--- config.mk ---
export PLATFORM = sky130hd
export DESIGN_NAME = ysyx_22050078_stbuf_flat
export DESIGN_NICKNAME = d
export VERILOG_FILES = /design/src/rtl/ysyx_22050078_stbuf_pkg.sv /design/src/rtl/ysyx_22050078_stbuf_if.sv /design/src/rtl/ysyx_22050078_stbuf_match.sv /design/src/rtl/ysyx_22050078_stbuf.sv /design/src/flat_wrapper.sv
export SDC_FILE = /design/constraint.sdc
export NUM_CORES = 1
export LEC_CHECK = 0
export BUFFER_PORTS_ARGS = -buffer_cell sky130_fd_sc_hd__buf_2
export CORE_UTILIZATION = 50
export DETAILED_ROUTE_END_ITERATION = 6
export GPL_TIMING_DRIVEN = 1
export PLACE_DENSITY = 0.8
export SYNTH_ARGS = -nofsm -noshare
export SYNTH_HDL_FRONTEND = slang
export SYNTH_SLANG_ARGS = --single-unit
--- constraint.sdc ---
create_clock -name clk -period 6.8 [get_ports clk]
set_input_delay 0.34 -clock clk [delete_from_list [all_inputs] [get_ports clk]]
set_output_delay 0.34 -clock clk [all_outputs]
set_load 0.02 [all_outputs]
--- src/rtl/ysyx_22050078_stbuf_pkg.sv ---
// Shared definitions for the store buffer: CPU width, default depth,
// byte-mask width and doubleword offset width.
package ysyx_22050078_stbuf_pkg;
   localparam int CPU_WIDTH    = 64;
   localparam int STBUF_DEPTH  = 4;
   localparam int STBUF_MASK_W = 8;
   localparam int DW_OFF_W     = 3;

   localparam logic [STBUF_MASK_W-1:0] FULL_MASK = '1;
endpackage

--- src/rtl/ysyx_22050078_stbuf_if.sv ---
// Store buffer bus bundle: LSU store port, LSU load-check port, memory write
// port and status. The buffer uses the slave view, the LSU/memory side the master view.
interface ysyx_22050078_stbuf_if
   import ysyx_22050078_stbuf_pkg::*;
#(
   parameter int DEPTH = STBUF_DEPTH,
   parameter int AW    = CPU_WIDTH,
   parameter int DW    = CPU_WIDTH
);
   localparam int CW = $clog2(DEPTH) + 1;

   logic                    i_st_valid;
   logic                    o_st_ready;
   logic [AW-1:0]           i_st_addr;
   logic [DW-1:0]           i_st_data;
   logic [STBUF_MASK_W-1:0] i_st_wmask;
   logic [AW-1:0]           i_ld_addr;
   logic                    o_ld_conflict;
   logic                    o_ld_hit;
   logic [DW-1:0]           o_ld_data;
   logic                    o_mem_wvalid;
   logic [AW-1:0]           o_mem_waddr;
   logic [DW-1:0]           o_mem_wdata;
   logic [STBUF_MASK_W-1:0] o_mem_wmask;
   logic                    i_mem_wready;
   logic                    o_empty;
   logic [CW-1:0]           o_count;

   modport slave (
      input  i_st_valid, i_st_addr, i_st_data, i_st_wmask, i_ld_addr, i_mem_wready,
      output o_st_ready, o_ld_conflict, o_ld_hit, o_ld_data,
             o_mem_wvalid, o_mem_waddr, o_mem_wdata, o_mem_wmask, o_empty, o_count
   );

   modport master (
      output i_st_valid, i_st_addr, i_st_data, i_st_wmask, i_ld_addr, i_mem_wready,
      input  o_st_ready, o_ld_conflict, o_ld_hit, o_ld_data,
             o_mem_wvalid, o_mem_waddr, o_mem_wdata, o_mem_wmask, o_empty, o_count
   );
endinterface

--- src/rtl/ysyx_22050078_stbuf_match.sv ---
// Load-vs-pending-store doubleword match. Build option STBUF_FWD_EN adds the
// youngest-match priority select and full-doubleword forwarding; without it
// any match simply raises conflict.
module ysyx_22050078_stbuf_match
   import ysyx_22050078_stbuf_pkg::*;
#(
   parameter int DEPTH = STBUF_DEPTH,
   parameter int AW    = CPU_WIDTH,
   parameter int DW    = CPU_WIDTH,
   parameter int PW    = $clog2(DEPTH)
) (
   input  logic [AW-1:0]           ent_addr  [DEPTH],
   input  logic [DW-1:0]           ent_data  [DEPTH],
   input  logic [STBUF_MASK_W-1:0] ent_wmask [DEPTH],
   input  logic [DEPTH-1:0]        ent_valid,
   input  logic [PW-1:0]           head,
   input  logic [AW-1:0]           ld_addr,
   output logic                    conflict,
   output logic                    hit,
   output logic [DW-1:0]           ld_data
);
   logic [DEPTH-1:0] hit_vec;

   for (genvar g = 0; g < DEPTH; g++) begin : g_cmp
      assign hit_vec[g] = ent_valid[g] &&
                          (ent_addr[g][AW-1:DW_OFF_W] == ld_addr[AW-1:DW_OFF_W]);
   end

`ifdef STBUF_FWD_EN
   logic [PW-1:0] young_idx;
   logic [PW-1:0] idx;
   logic          full_dw;

   // walk from head (oldest) towards tail so the last hit seen is the youngest
   always_comb begin
      young_idx = '0;
      idx       = '0;
      for (int k = 0; k < DEPTH; k++) begin
         idx = head + PW'(k);
         if (hit_vec[idx]) young_idx = idx;
      end
   end

   assign full_dw  = (|hit_vec) && (ent_wmask[young_idx] == FULL_MASK);
   assign hit      = full_dw;
   assign ld_data  = full_dw ? ent_data[young_idx] : '0;
   assign conflict = (|hit_vec) && !full_dw;
`else
   assign conflict = |hit_vec;
   assign hit      = 1'b0;
   assign ld_data  = '0;
`endif

   // fold inputs that do not take part in matching into one dead signal
   logic unused_bits;
   always_comb begin
      unused_bits = ^ld_addr[DW_OFF_W-1:0];
      for (int k = 0; k < DEPTH; k++) begin
         unused_bits = unused_bits ^ (^ent_addr[k][DW_OFF_W-1:0]);
`ifndef STBUF_FWD_EN
         unused_bits = unused_bits ^ (^ent_data[k]) ^ (^ent_wmask[k]);
`endif
      end
`ifndef STBUF_FWD_EN
      unused_bits = unused_bits ^ (^head);
`endif
   end
endmodule

--- src/rtl/ysyx_22050078_stbuf.sv ---
// In-order store buffer between LSU and the data-memory write port.
// Optional load forwarding is enabled by defining STBUF_FWD_EN.
module ysyx_22050078_stbuf
   import ysyx_22050078_stbuf_pkg::*;
#(
   parameter int DEPTH = STBUF_DEPTH,
   parameter int AW    = CPU_WIDTH,
   parameter int DW    = CPU_WIDTH
) (
   input logic                    clk,
   input logic                    rst,
   ysyx_22050078_stbuf_if.slave   bus
);
   localparam int PW = $clog2(DEPTH);

   logic [AW-1:0]           ent_addr  [DEPTH];
   logic [DW-1:0]           ent_data  [DEPTH];
   logic [STBUF_MASK_W-1:0] ent_wmask [DEPTH];
   logic [DEPTH-1:0]        ent_valid;
   logic [PW:0]             head, tail, count;
   logic                    full, empty, push, pop;

   assign count = tail - head;
   assign empty = (head == tail);
   assign full  = (head[PW] != tail[PW]) && (head[PW-1:0] == tail[PW-1:0]);

   // a zero-mask store handshakes but is dropped
   assign push = bus.i_st_valid && bus.o_st_ready && (bus.i_st_wmask != '0);
   assign pop  = bus.o_mem_wvalid && bus.i_mem_wready;

   assign bus.o_st_ready   = !full && !rst;
   assign bus.o_mem_wvalid = !empty;
   assign bus.o_mem_waddr  = empty ? '0 : ent_addr[head[PW-1:0]];
   assign bus.o_mem_wdata  = empty ? '0 : ent_data[head[PW-1:0]];
   assign bus.o_mem_wmask  = empty ? '0 : ent_wmask[head[PW-1:0]];
   assign bus.o_empty      = empty;
   assign bus.o_count      = count;

   // entry g is live when its distance from head is below the occupancy
   for (genvar g = 0; g < DEPTH; g++) begin : g_valid
      logic [PW-1:0] off;
      assign off          = PW'(g) - head[PW-1:0];
      assign ent_valid[g] = ({1'b0, off} < count);
   end

   // head/tail pointers with wrap bit; reset discards everything pending
   always_ff @(posedge clk or posedge rst) begin
      if (rst) begin
         head <= '0;
         tail <= '0;
      end else begin
         if (push) tail <= tail + (PW+1)'(1);
         if (pop)  head <= head + (PW+1)'(1);
      end
   end

   // entry payload; stale contents are masked by the pointers so no reset needed
   always_ff @(posedge clk) begin
      if (push) begin
         ent_addr[tail[PW-1:0]]  <= bus.i_st_addr;
         ent_data[tail[PW-1:0]]  <= bus.i_st_data;
         ent_wmask[tail[PW-1:0]] <= bus.i_st_wmask;
      end
   end

   ysyx_22050078_stbuf_match #(
      .DEPTH (DEPTH),
      .AW    (AW),
      .DW    (DW),
      .PW    (PW)
   ) u_match (
      .ent_addr  (ent_addr),
      .ent_data  (ent_data),
      .ent_wmask (ent_wmask),
      .ent_valid (ent_valid),
      .head      (head[PW-1:0]),
      .ld_addr   (bus.i_ld_addr),
      .conflict  (bus.o_ld_conflict),
      .hit       (bus.o_ld_hit),
      .ld_data   (bus.o_ld_data)
   );
endmodule

--- src/flat_wrapper.sv ---
// flat-port wrapper written by rule: the top's interface ports become plain ports
module ysyx_22050078_stbuf_flat import ysyx_22050078_stbuf_pkg::*;
#(
   parameter int DEPTH = STBUF_DEPTH,
   parameter int AW    = CPU_WIDTH,
   parameter int DW    = CPU_WIDTH
)
  (clk, rst, bus_i_st_valid, bus_i_st_addr, bus_i_st_data, bus_i_st_wmask, bus_i_ld_addr, bus_i_mem_wready, bus_o_st_ready, bus_o_ld_conflict, bus_o_ld_hit, bus_o_ld_data, bus_o_mem_wvalid, bus_o_mem_waddr, bus_o_mem_wdata, bus_o_mem_wmask, bus_o_empty, bus_o_count);
  ysyx_22050078_stbuf_if #(.DEPTH(DEPTH), .AW(AW), .DW(DW)) bus_i ();
  input logic clk;
  input logic rst;
  input wire logic [$bits(bus_i.i_st_valid)-1:0] bus_i_st_valid;
  input wire logic [$bits(bus_i.i_st_addr)-1:0] bus_i_st_addr;
  input wire logic [$bits(bus_i.i_st_data)-1:0] bus_i_st_data;
  input wire logic [$bits(bus_i.i_st_wmask)-1:0] bus_i_st_wmask;
  input wire logic [$bits(bus_i.i_ld_addr)-1:0] bus_i_ld_addr;
  input wire logic [$bits(bus_i.i_mem_wready)-1:0] bus_i_mem_wready;
  output wire logic [$bits(bus_i.o_st_ready)-1:0] bus_o_st_ready;
  output wire logic [$bits(bus_i.o_ld_conflict)-1:0] bus_o_ld_conflict;
  output wire logic [$bits(bus_i.o_ld_hit)-1:0] bus_o_ld_hit;
  output wire logic [$bits(bus_i.o_ld_data)-1:0] bus_o_ld_data;
  output wire logic [$bits(bus_i.o_mem_wvalid)-1:0] bus_o_mem_wvalid;
  output wire logic [$bits(bus_i.o_mem_waddr)-1:0] bus_o_mem_waddr;
  output wire logic [$bits(bus_i.o_mem_wdata)-1:0] bus_o_mem_wdata;
  output wire logic [$bits(bus_i.o_mem_wmask)-1:0] bus_o_mem_wmask;
  output wire logic [$bits(bus_i.o_empty)-1:0] bus_o_empty;
  output wire logic [$bits(bus_i.o_count)-1:0] bus_o_count;
  assign bus_i.i_st_valid = bus_i_st_valid;
  assign bus_i.i_st_addr = bus_i_st_addr;
  assign bus_i.i_st_data = bus_i_st_data;
  assign bus_i.i_st_wmask = bus_i_st_wmask;
  assign bus_i.i_ld_addr = bus_i_ld_addr;
  assign bus_i.i_mem_wready = bus_i_mem_wready;
  assign bus_o_st_ready = bus_i.o_st_ready;
  assign bus_o_ld_conflict = bus_i.o_ld_conflict;
  assign bus_o_ld_hit = bus_i.o_ld_hit;
  assign bus_o_ld_data = bus_i.o_ld_data;
  assign bus_o_mem_wvalid = bus_i.o_mem_wvalid;
  assign bus_o_mem_waddr = bus_i.o_mem_waddr;
  assign bus_o_mem_wdata = bus_i.o_mem_wdata;
  assign bus_o_mem_wmask = bus_i.o_mem_wmask;
  assign bus_o_empty = bus_i.o_empty;
  assign bus_o_count = bus_i.o_count;
  ysyx_22050078_stbuf #(.DEPTH(DEPTH), .AW(AW), .DW(DW)) u_core (.clk(clk), .rst(rst), .bus(bus_i));
endmodule
======== Yosys cells after proc, flatten, opt, wreduce, memory -nomap -nowiden ========
Index checks and enable logic that the tools add are counted.
storage, ports and cells
  logic and storage cells ................. 71
  register bits ........................... 550
  output and inout port bits .............. 208
operators by class
  add/subtract/negate cells ............... 7
  $lt $le $gt $ge ......................... 7
  reduce and logical (&&, ||, !) cells .... 15
  multiplexer cells ....................... 19
  bitwise operators ....................... 2
  eq/ne operators ......................... 7
operators by type and width
  operator               count
  $bwmux W256            2
  $mux W64               7
  $bmux W64 S2           2
  $eq A61 B61 Y1         4
  $demux W64 S2          1
  $bwmux W32             1
  $mux W8                4
  $bmux W8 S2            1
  $demux W8 S2           1
  $lt A2 B3 Y1           4
  $logic_and A1 B1 Y1    10
  $reduce_bool A8 Y1     1
  $add A3 B1 Y3 const B  2
  $ge A3 B3 Y1 const B   2
  $not A2 Y3             2
  $reduce_or A4 Y1       1
  $sub A1 B2 Y2 const A  2
  $sub A2 B2 Y2 const A  2
  $eq A3 B3 Y1           1
  $logic_not A1 Y1       3
  $lt A3 B1 Y1 const B   1
  $sub A3 B3 Y3          1
  $eq A2 B2 Y1           1
  $ne A1 B1 Y1           1

======== Logic depth before layout (Yosys ltp) ========
Gate-level depths: netlist of run 1.
  depth in word-level cells ............... 6
  gate-level depth with buffers ........... 11

======== Modules after synthesis ========
Synthesis of run 1 repeated with hierarchy kept, for this count alone.
unflattened totals
  cell total of the unflattened synthesis .. 1376
  area, all modules ....................... 24462.2 um2
modules (own cells, without submodules)
  module                     area each (um2)  seq. area each (um2)  instances  cells an instance
  ysyx_22050078_stbuf        21131.5          16485.8               1          924
  ysyx_22050078_stbuf_match  3330.7           0.0                   1          452

======== Least setup slack after synthesis of run 1 ========
OpenSTA, ideal clock, no wires.
  kind .................................... register to register
  start point ............................. reg u_core.head[1]
  end point ............................... reg u_core.ent_addr[0] (netlist name) (enable)
  stages on the path, launching flop included .. 9
  library setup time ...................... 0.513 ns
  data arrival time ....................... 5.628 ns
  period minus slack after synthesis ...... 6.142 ns
  slack ................................... 0.658 ns
  required time ........................... 6.287 ns
  cell sequence ........................... dfrtp_1 -> clkbuf_1 -> clkbuf_1 -> inv_1 -> ha_1 -> a31oi_1 -> and3_1 -> clkbuf_1 -> and2_1
between the ends
  cells in the longest elaborated chain, start to end .. 6
RTL lines
  element                           line                       RTL
  start, declared                   ysyx_22050078_stbuf.sv:20  logic [PW:0] head, tail, count;
  start signal, assigned            ysyx_22050078_stbuf.sv:53  if (pop) head <= head + (PW+1)'(1);
  $eq A2 B2 Y1                      ysyx_22050078_stbuf.sv:25  assign full = (head[PW] != tail[PW]) && (head[PW-1:0] == tail[PW-1:0]);
  $logic_and A1 B1 Y1               ysyx_22050078_stbuf.sv:25
  $logic_not A1 Y1                  ysyx_22050078_stbuf.sv:31  assign bus.o_st_ready = !full && !rst;
  $logic_and A1 B1 Y1               ysyx_22050078_stbuf.sv:31
  via bus_o_st_ready                flat_wrapper.sv:18         output wire logic [$bits(bus_i.o_st_ready)-1:0] bus_o_st_ready;
  $logic_and A1 B1 Y1 (2 in a row)  ysyx_22050078_stbuf.sv:28  assign push = bus.i_st_valid && bus.o_st_ready && (bus.i_st_wmask != '0);
  end signal, assigned by index     ysyx_22050078_stbuf.sv:60  ent_addr[tail[PW-1:0]] <= bus.i_st_addr;
  end, declared                     ysyx_22050078_stbuf.sv:16  logic [AW-1:0] ent_addr [DEPTH];
The timed path passes the listed nets, and every way through them passes these cells.
A chain may end at the register's enable or synchronous reset.

======== Final worst setup path of run 1 ========
  start point ............................. reg u_core.head[1]
  end point ............................... out bus_o_ld_conflict
between the ends
  cells in the longest elaborated chain, start to end .. 4
  elaborated cells between the ends (all ways) .. 14
RTL lines
  element                                line                             RTL
  $sub A3 B3 Y3 (tied with other cells)  ysyx_22050078_stbuf.sv:23        assign count = tail - head;
  $lt A2 B3 Y1                           ysyx_22050078_stbuf.sv:43        assign ent_valid[g] = ({1'b0, off} < count);
  $logic_and A1 B1 Y1                    ysyx_22050078_stbuf_match.sv:25  assign hit_vec[g] = ent_valid[g] &&
  $reduce_or A4 Y1 *                     ysyx_22050078_stbuf_match.sv:49  assign conflict = |hit_vec;
  end, declared                          flat_wrapper.sv:19               output wire logic [$bits(bus_i.o_ld_conflict)-1:0] bus_o_ld_conflict;
Every way passes the cells marked *; elsewhere a longest branch is shown, timed or not.

==> impl_metrics.ini, run 1 <==
[detailed_routing]
via_count = 14000
ant_nets = 0
wl_per_cell_microns = 25.7
routed_wl_mm = 64.1
drtIter0Drc = 1289
viasPerCell = 5.62
first_pass_iters = 5
drc = 0

[place]
placed_area_sq_um = 26400
gp_congestion = 0.957
hpwl_mm = 42.3
io_buffers = 343
pre_cts_slack_ns = 2.81
dp_cells = 2245

[power]
power.leakage_nw = 10.6
power_density_nw_per_um2 = 422
vdd_drop_max_uv = 366
finalPower_mw = 12.5

[grt]
busiest_layer = met2
grt_max_degree = 108
grt_usage = 0.260
grt_use_met1 = 0.333
overflow = 0
grtUsageMet2 = 0.431
antenna_found_initial = 21
met3_usage = 0.0688
grt_pass1_wl_mm = 92.5
grt_pass1_vias = 14300

[logic_synthesis]
synth_adder_area_share = 0.00807
ys_seq_area_frac = 0.682
synth_top_cells_by_area = edfxtp_1 (68%), mux4_2 (13%), xor2_1 (8.3%)
synth.area.mux_share = 0.127
synth-seq-cells = 550
synth-compound-area-share = 0.00435
synth_edf_count = 544
synth_most_common_cell = edfxtp_1
synth-async-reset-ratio = 0.0109
synthTopCellsByCount = edfxtp_1 (544), xor2_1 (229), and2_1 (140), mux4_2 (136), buf_4 (65)
synthSimpleGateAreaFrac = 0.0586
ys_types = 30
syn_inst = 1323
synth_top_area_cell = edfxtp_1
synth_area_sq_um = 24200
synth_top_area_share = 0.676
synth_ff_type = edfxtp_1
postSynthAreaPerCell_sq_um = 18.3
synth_top_family_by_area = multiplexers
synth_warnings = 0
synth_xor_xnor_area_share = 0.0891

[finish]
multi_input_area_sq_um = 7200
fin_util = 0.620
area_delta_synth_final_pct = 22.5
finalNonFillerCells = 2494
drive_above_1_share = 0.313
final_area_sq_um = 29600
fin_nets = 2044
seq_area_sq_um = 16500
fill_cells = 3358

[job]
drv_cap = 0

[setup_path]
reg2reg_slack_ns = 2.85
reg2reg_depth = 6
critical_path_class = reg2out
critPathLaunchType = flip-flop
cp_max_fo = 44
r2r_start = u_core.head[1]
required_ns = 6.46
crit_arrival_ns = 4.26
r2r-end = u_core.ent_addr[121]
cp-end-kind = primary output

[sta]
finalHoldViolations = 0
drv_slew = 0
fin_skew_ns = 0.0219
period_minus_slack_ns = 4.60
finalWorstSetupSlack_ns = 2.20
grt_setup_unrepaired = false
fmax_mhz = 217
relSlewSlack = 0.207
setup_viol = 0
worstMarginPinSlew_ns = 1.19
post-route-period-util = 0.677
fin_hold_ws_ns = 0.233
finalSetupTns_ns = 0

[floorplanning]
placement_rows = 80
dieWidth_microns = 222
die-height_microns = 222
initial_core_util = 0.506
design.core.area_sq_um = 47700
die-area_sq_um = 49200
design.portCount = 412

[clock_tree]
cts_made_buffers = 55
ctsLongestPathBuffers = 3
clk_pin_slew_ns = 0.06
root_buffer = clkbuf_16
htreeDepth = 2
insertion_delay_ns = 0.62
cts_setup_buffers = 0
cts.repair.resized = 0
cts_tree = yes
clock-sinks = 550

[hold_path]
hp-class = in2async

[status]
status = finished, final reports clean
-- report_power, final --
group | internal, mW | switching (mW) | leakage [nW]
Combinational | 1.97 | 3.05 | 4.75
Clock | 1.76 | 1.28 | 0.886
Sequential | 4.17 | 0.265 | 5.00
-- cell usage in the layout (no fill, tap or decap), types with 4 or more instances in the layout --
master / Yosys / layout
edfxtp_1: 544 / 544
buf_2: 14 / 343
xor2_1: 229 / 229
dlygate4sd3_1: 0 / 138
mux4_2: 136 / 136
and2_1: 140 / 136
conb_1: 1 / 65
nor4_1: 59 / 59
clkbuf_16: 0 / 57
inv_1: 17 / 17
xnor2_1: 17 / 17
nand4_1: 16 / 16
ha_1: 14 / 14
clkinv_2: 0 / 12
clkbuf_1: 34 / 11
diode_2: 0 / 9
buf_4: 65 / 8
clkinv_1: 0 / 7
nor3_1: 6 / 6
bufinv_16: 0 / 5
buf_12: 0 / 5
nand2_1: 4 / 4
and2_4: 0 / 4
dfrtp_1: 6 / 4
-- kinds of logic (layout without fill, tap and decap cells) --
group,count (synthesis),count (layout)
AOI/OAI and AO/OA,14,14
muxes,136,136
and+or+nand+nor,230,230
buffers and inverters,131,614
DFF,550,550
adders and majority gates,15,15
other,1,74
xor gates and xnor gates,246,246
-- metal layers --
layer,vias up,part of all wire,wire length [microns]
met3,138,0.088,5650
met2,719,0.50,31700
met1,7120,0.38,24500
met4,14,0.032,2070
li1,6023,-,-
met5,-,0.0015,96
-- critical path, stage by stage (launching register included) --
cell	delay (ns)
dfrtp_4	0.89
inv_1	0.26
fa_1	0.62
inv_1	0.11
ha_1	0.29
nor2_1	0.03
o21ai_0	0.51
nand4_1	0.16
nor4_1	0.35
or4_1	0.24
buf_2	0.19
-- registers in the layout, summed over array words and instances, names as in the netlist --
name	cells
u_core.ent_addr	256
u_core.ent_data	256
u_core.ent_wmask	32
u_core.head	3
u_core.tail	3
-- cell type report --
type | count | area share
flip-flops and latches | 550 | 0.557
repair buffers | 494 | 0.110
well taps | 615 | 0.0260
diodes | 9 | 0.000760
inverters | 18 | 0.00228
clock buffers | 71 | 0.0509
clock inverters | 31 | 0.0102
multi-input cells | 706 | 0.243
-- repair_timing --
action / in CTS / in global routing
endpoints found under the setup margin: 0 / 0
hold buffers: 138 / 0
hold endpoints to repair: 551 / 0
-- worst max-delay path by stage --
stage | startpoint | to | slack, ns | cells past startpoint
finish | u_core.head[1] | bus_o_ld_conflict | 2.20 | 10
global route | u_core.head[1] | bus_o_ld_conflict | 2.03 | 10
CTS | u_core.head[1] | bus_o_ld_conflict | 2.19 | 10
detailed placement | u_core.head[1] | u_core.ent_data[242] | 2.81 | 6
global placement | u_core.head[0] | bus_o_ld_conflict | 2.86 | 9
floorplan | u_core.head[1] | u_core.ent_addr[0] | 0.66 | 8
No activity file was read; power rests on OpenSTA's default activity.
==> inputs of run 2 (changes only) <==
clock period = 4.3 ns   (was 6.8 ns; I/O delays follow)
==> run 2 against run 1 <==
Effect of this change: sequential cell count did not move; sequential share of layout area barely moved; hold slack got worse by 0.074 ns; first-iteration DRC count rose by 7.1%; utilization barely moved; global-route usage rose by 0.22 points.
==> impl_metrics.ini, run 2 (synthesis results as in run 1) <==
[status]
status = finished, final reports clean

[setup_path]
reg2reg_slack_ns = 1.36
r2r_start = u_core.head[0]
cp-end-kind = primary output
path_cells = ha_1 -> inv_1 -> fa_1 -> inv_1 -> ha_1 -> nor2_1 -> o21ai_0 -> nand4_1 -> nor4_1 -> or4_1 -> buf_2
critPathLaunchType = flip-flop
cp_max_fo = 16
crit_family = adder cells
critPathBufInv = 3
crit_arrival_ns = 3.56
cpPeakStageDelay_ns = 0.63
reg2reg_depth = 6
required_ns = 4.09
r2r-end = u_core.ent_data[146]
critical_path_class = reg2out
cp_slowest_cell = dfrtp_4

[finish]
final_area_sq_um = 29600
area_delta_synth_final_pct = 22.5
fill_cells = 3397
drive_above_1_share = 0.309
layout_common_cells = edfxtp_1 (544), buf_2 (343), xor2_1 (229)
final_common_cell = edfxtp_1
fin_nets = 2050

[power]
internal_power_mw = 12.3
comb_power_share = 0.417
power_density_nw_per_um2 = 663
power.leakage_nw = 10.6
p_sw_mw = 7.29
vdd_drop_max_uv = 561
seq_power_share = 0.350
power_frac_clock = 0.233
sw_frac_of_total = 0.371

[clock_tree]
ctsLongestPathBuffers = 3
cts.repair.resized = 0
cts_tree = yes
clock-sinks = 550
cts_made_buffers = 56
htreeDepth = 2
root_buffer = clkbuf_16
insertion_delay_ns = 0.60
clk_pin_slew_ns = 0.06

[sta]
drv_slew = 0
post-route-period-util = 0.879
relSlewSlack = 0.320
worstMarginPinSlew_ns = 1.01
fin_hold_ws_ns = 0.159
finalSetupTns_ns = 0
finalHoldViolations = 0
setup_viol = 0
grt_setup_unrepaired = false
fin_skew_ns = 0.0160
period_minus_slack_ns = 3.78
fmax_mhz = 265

[floorplanning]
die-height_microns = 222
die-area_sq_um = 49200
design.core.area_sq_um = 47700
design.portCount = 412
dieWidth_microns = 222
initial_core_util = 0.506
placement_rows = 80

[grt]
antenna_found_initial = 24
overflow = 0
grt_max_degree = 140
grt_pass1_wl_mm = 93.7
grt_pass1_vias = 14500
grt_usage = 0.262

[detailed_routing]
drc = 0
ant_nets = 0
routed_wl_mm = 64.3
first_pass_iters = 5
viasPerCell = 5.66
drtIter0Drc = 1380
wl_per_cell_microns = 25.8
via_count = 14100

[hold_path]
hp-class = in2async

[place]
io_buffers = 343
hpwl_mm = 42.8
gp_congestion = 0.924
placed_area_sq_um = 26500

[job]
drv_cap = 0
run 2: changes by cell type in the layout (fill, tap and decap cells not counted), sizes merged:
| cell | previous run | this run |
|---|---|---|
| diode | 9 | 8 |
| clkbuf | 71 | 66 |
| buf | 356 | 361 |
| bufinv | 5 | 3 |
| inv | 19 | 18 |
| clkinvlp | 3 | 2 |
| clkinv | 22 | 28 |
run 2: repair_timing:
| item | in CTS | in global routing |
|---|---|---|
| hold buffers | 138 | 0 |
| endpoints found under the hold margin | 553 | 0 |
| buffers inserted | 0 | 0 |
| setup endpoints to repair | 0 | 0 |
run 2: cell type report:
class / count / area (sq um) / area share
Multi-Input combinational cell: 706 / 7200 / 0.243
Clock buffer: 66 / 1460 / 0.0493
Clock inverter: 33 / 243 / 0.00819
Tap cell: 615 / 769 / 0.0260
Inverter: 18 / 67.6 / 0.00228
Antenna cell: 8 / 20.0 / 0.000676
Sequential cell: 550 / 16500 / 0.557
Timing Repair Buffer: 499 / 3370 / 0.114
run 2: stage by stage:
| step | worst slack, ns | power, mW | utilization | std cells |
|---|---|---|---|---|
| 2_1_floorplan | -0.305 | 12.2 | - | 1387 |
| 3_3_place_gp | 1.12 | 15.0 | 0.555 | 2250 |
| 3_5_place_dp | 1.15 | 15.1 | 0.555 | 2250 |
| 4_1_cts | 0.492 | 19.8 | 0.620 | 2487 |
| 5_1_grt | 0.349 | 20.5 | 0.620 | 2493 |
| 6_report | 0.521 | 19.6 | 0.620 | 2495 |
run 2: worst register-to-register path, delay by kind of cell (launching register included):
family,cells,cell delay [ns]
AND/OR/NAND/NOR,2,0.97
flip-flops,1,0.63
adder cells (fa/ha/maj),1,0.36
AO/OA/AOI/OAI,1,0.20
buffers and inverters,2,0.41
run 2: routing by layer:
layer,vias up,global-route usage,wire length (microns)
met2,749,0.434,31900
met5,-,0,129
met4,22,0.0869,2200
met1,7171,0.330,23600
li1,6038,-,-
met3,142,0.0796,6410
run 2: worst max path at each step:
| stage | from | to | cells past startpoint |
|---|---|---|---|
| finish | u_core.head[0] | bus_o_ld_conflict | 11 |
| global route | u_core.head[0] | bus_o_ld_conflict | 11 |
| CTS | u_core.head[0] | bus_o_ld_conflict | 11 |
| detailed placement | u_core.head[0] | bus_o_ld_conflict | 11 |
| global placement | u_core.head[0] | bus_o_ld_conflict | 11 |
| floorplan | u_core.head[1] | u_core.ent_addr[100] | 8 |
run 2: power by group through the flow:
stage	Clock [mW]	Sequential [mW]	Combinational (mW)
6_report	4.57	6.88	8.19
5_1_grt	4.81	6.93	8.73
4_1_cts	4.63	6.87	8.27
3_5_place_dp	0	6.98	8.10
3_3_place_gp	0	6.93	8.09
2_1_floorplan	0	6.90	5.33
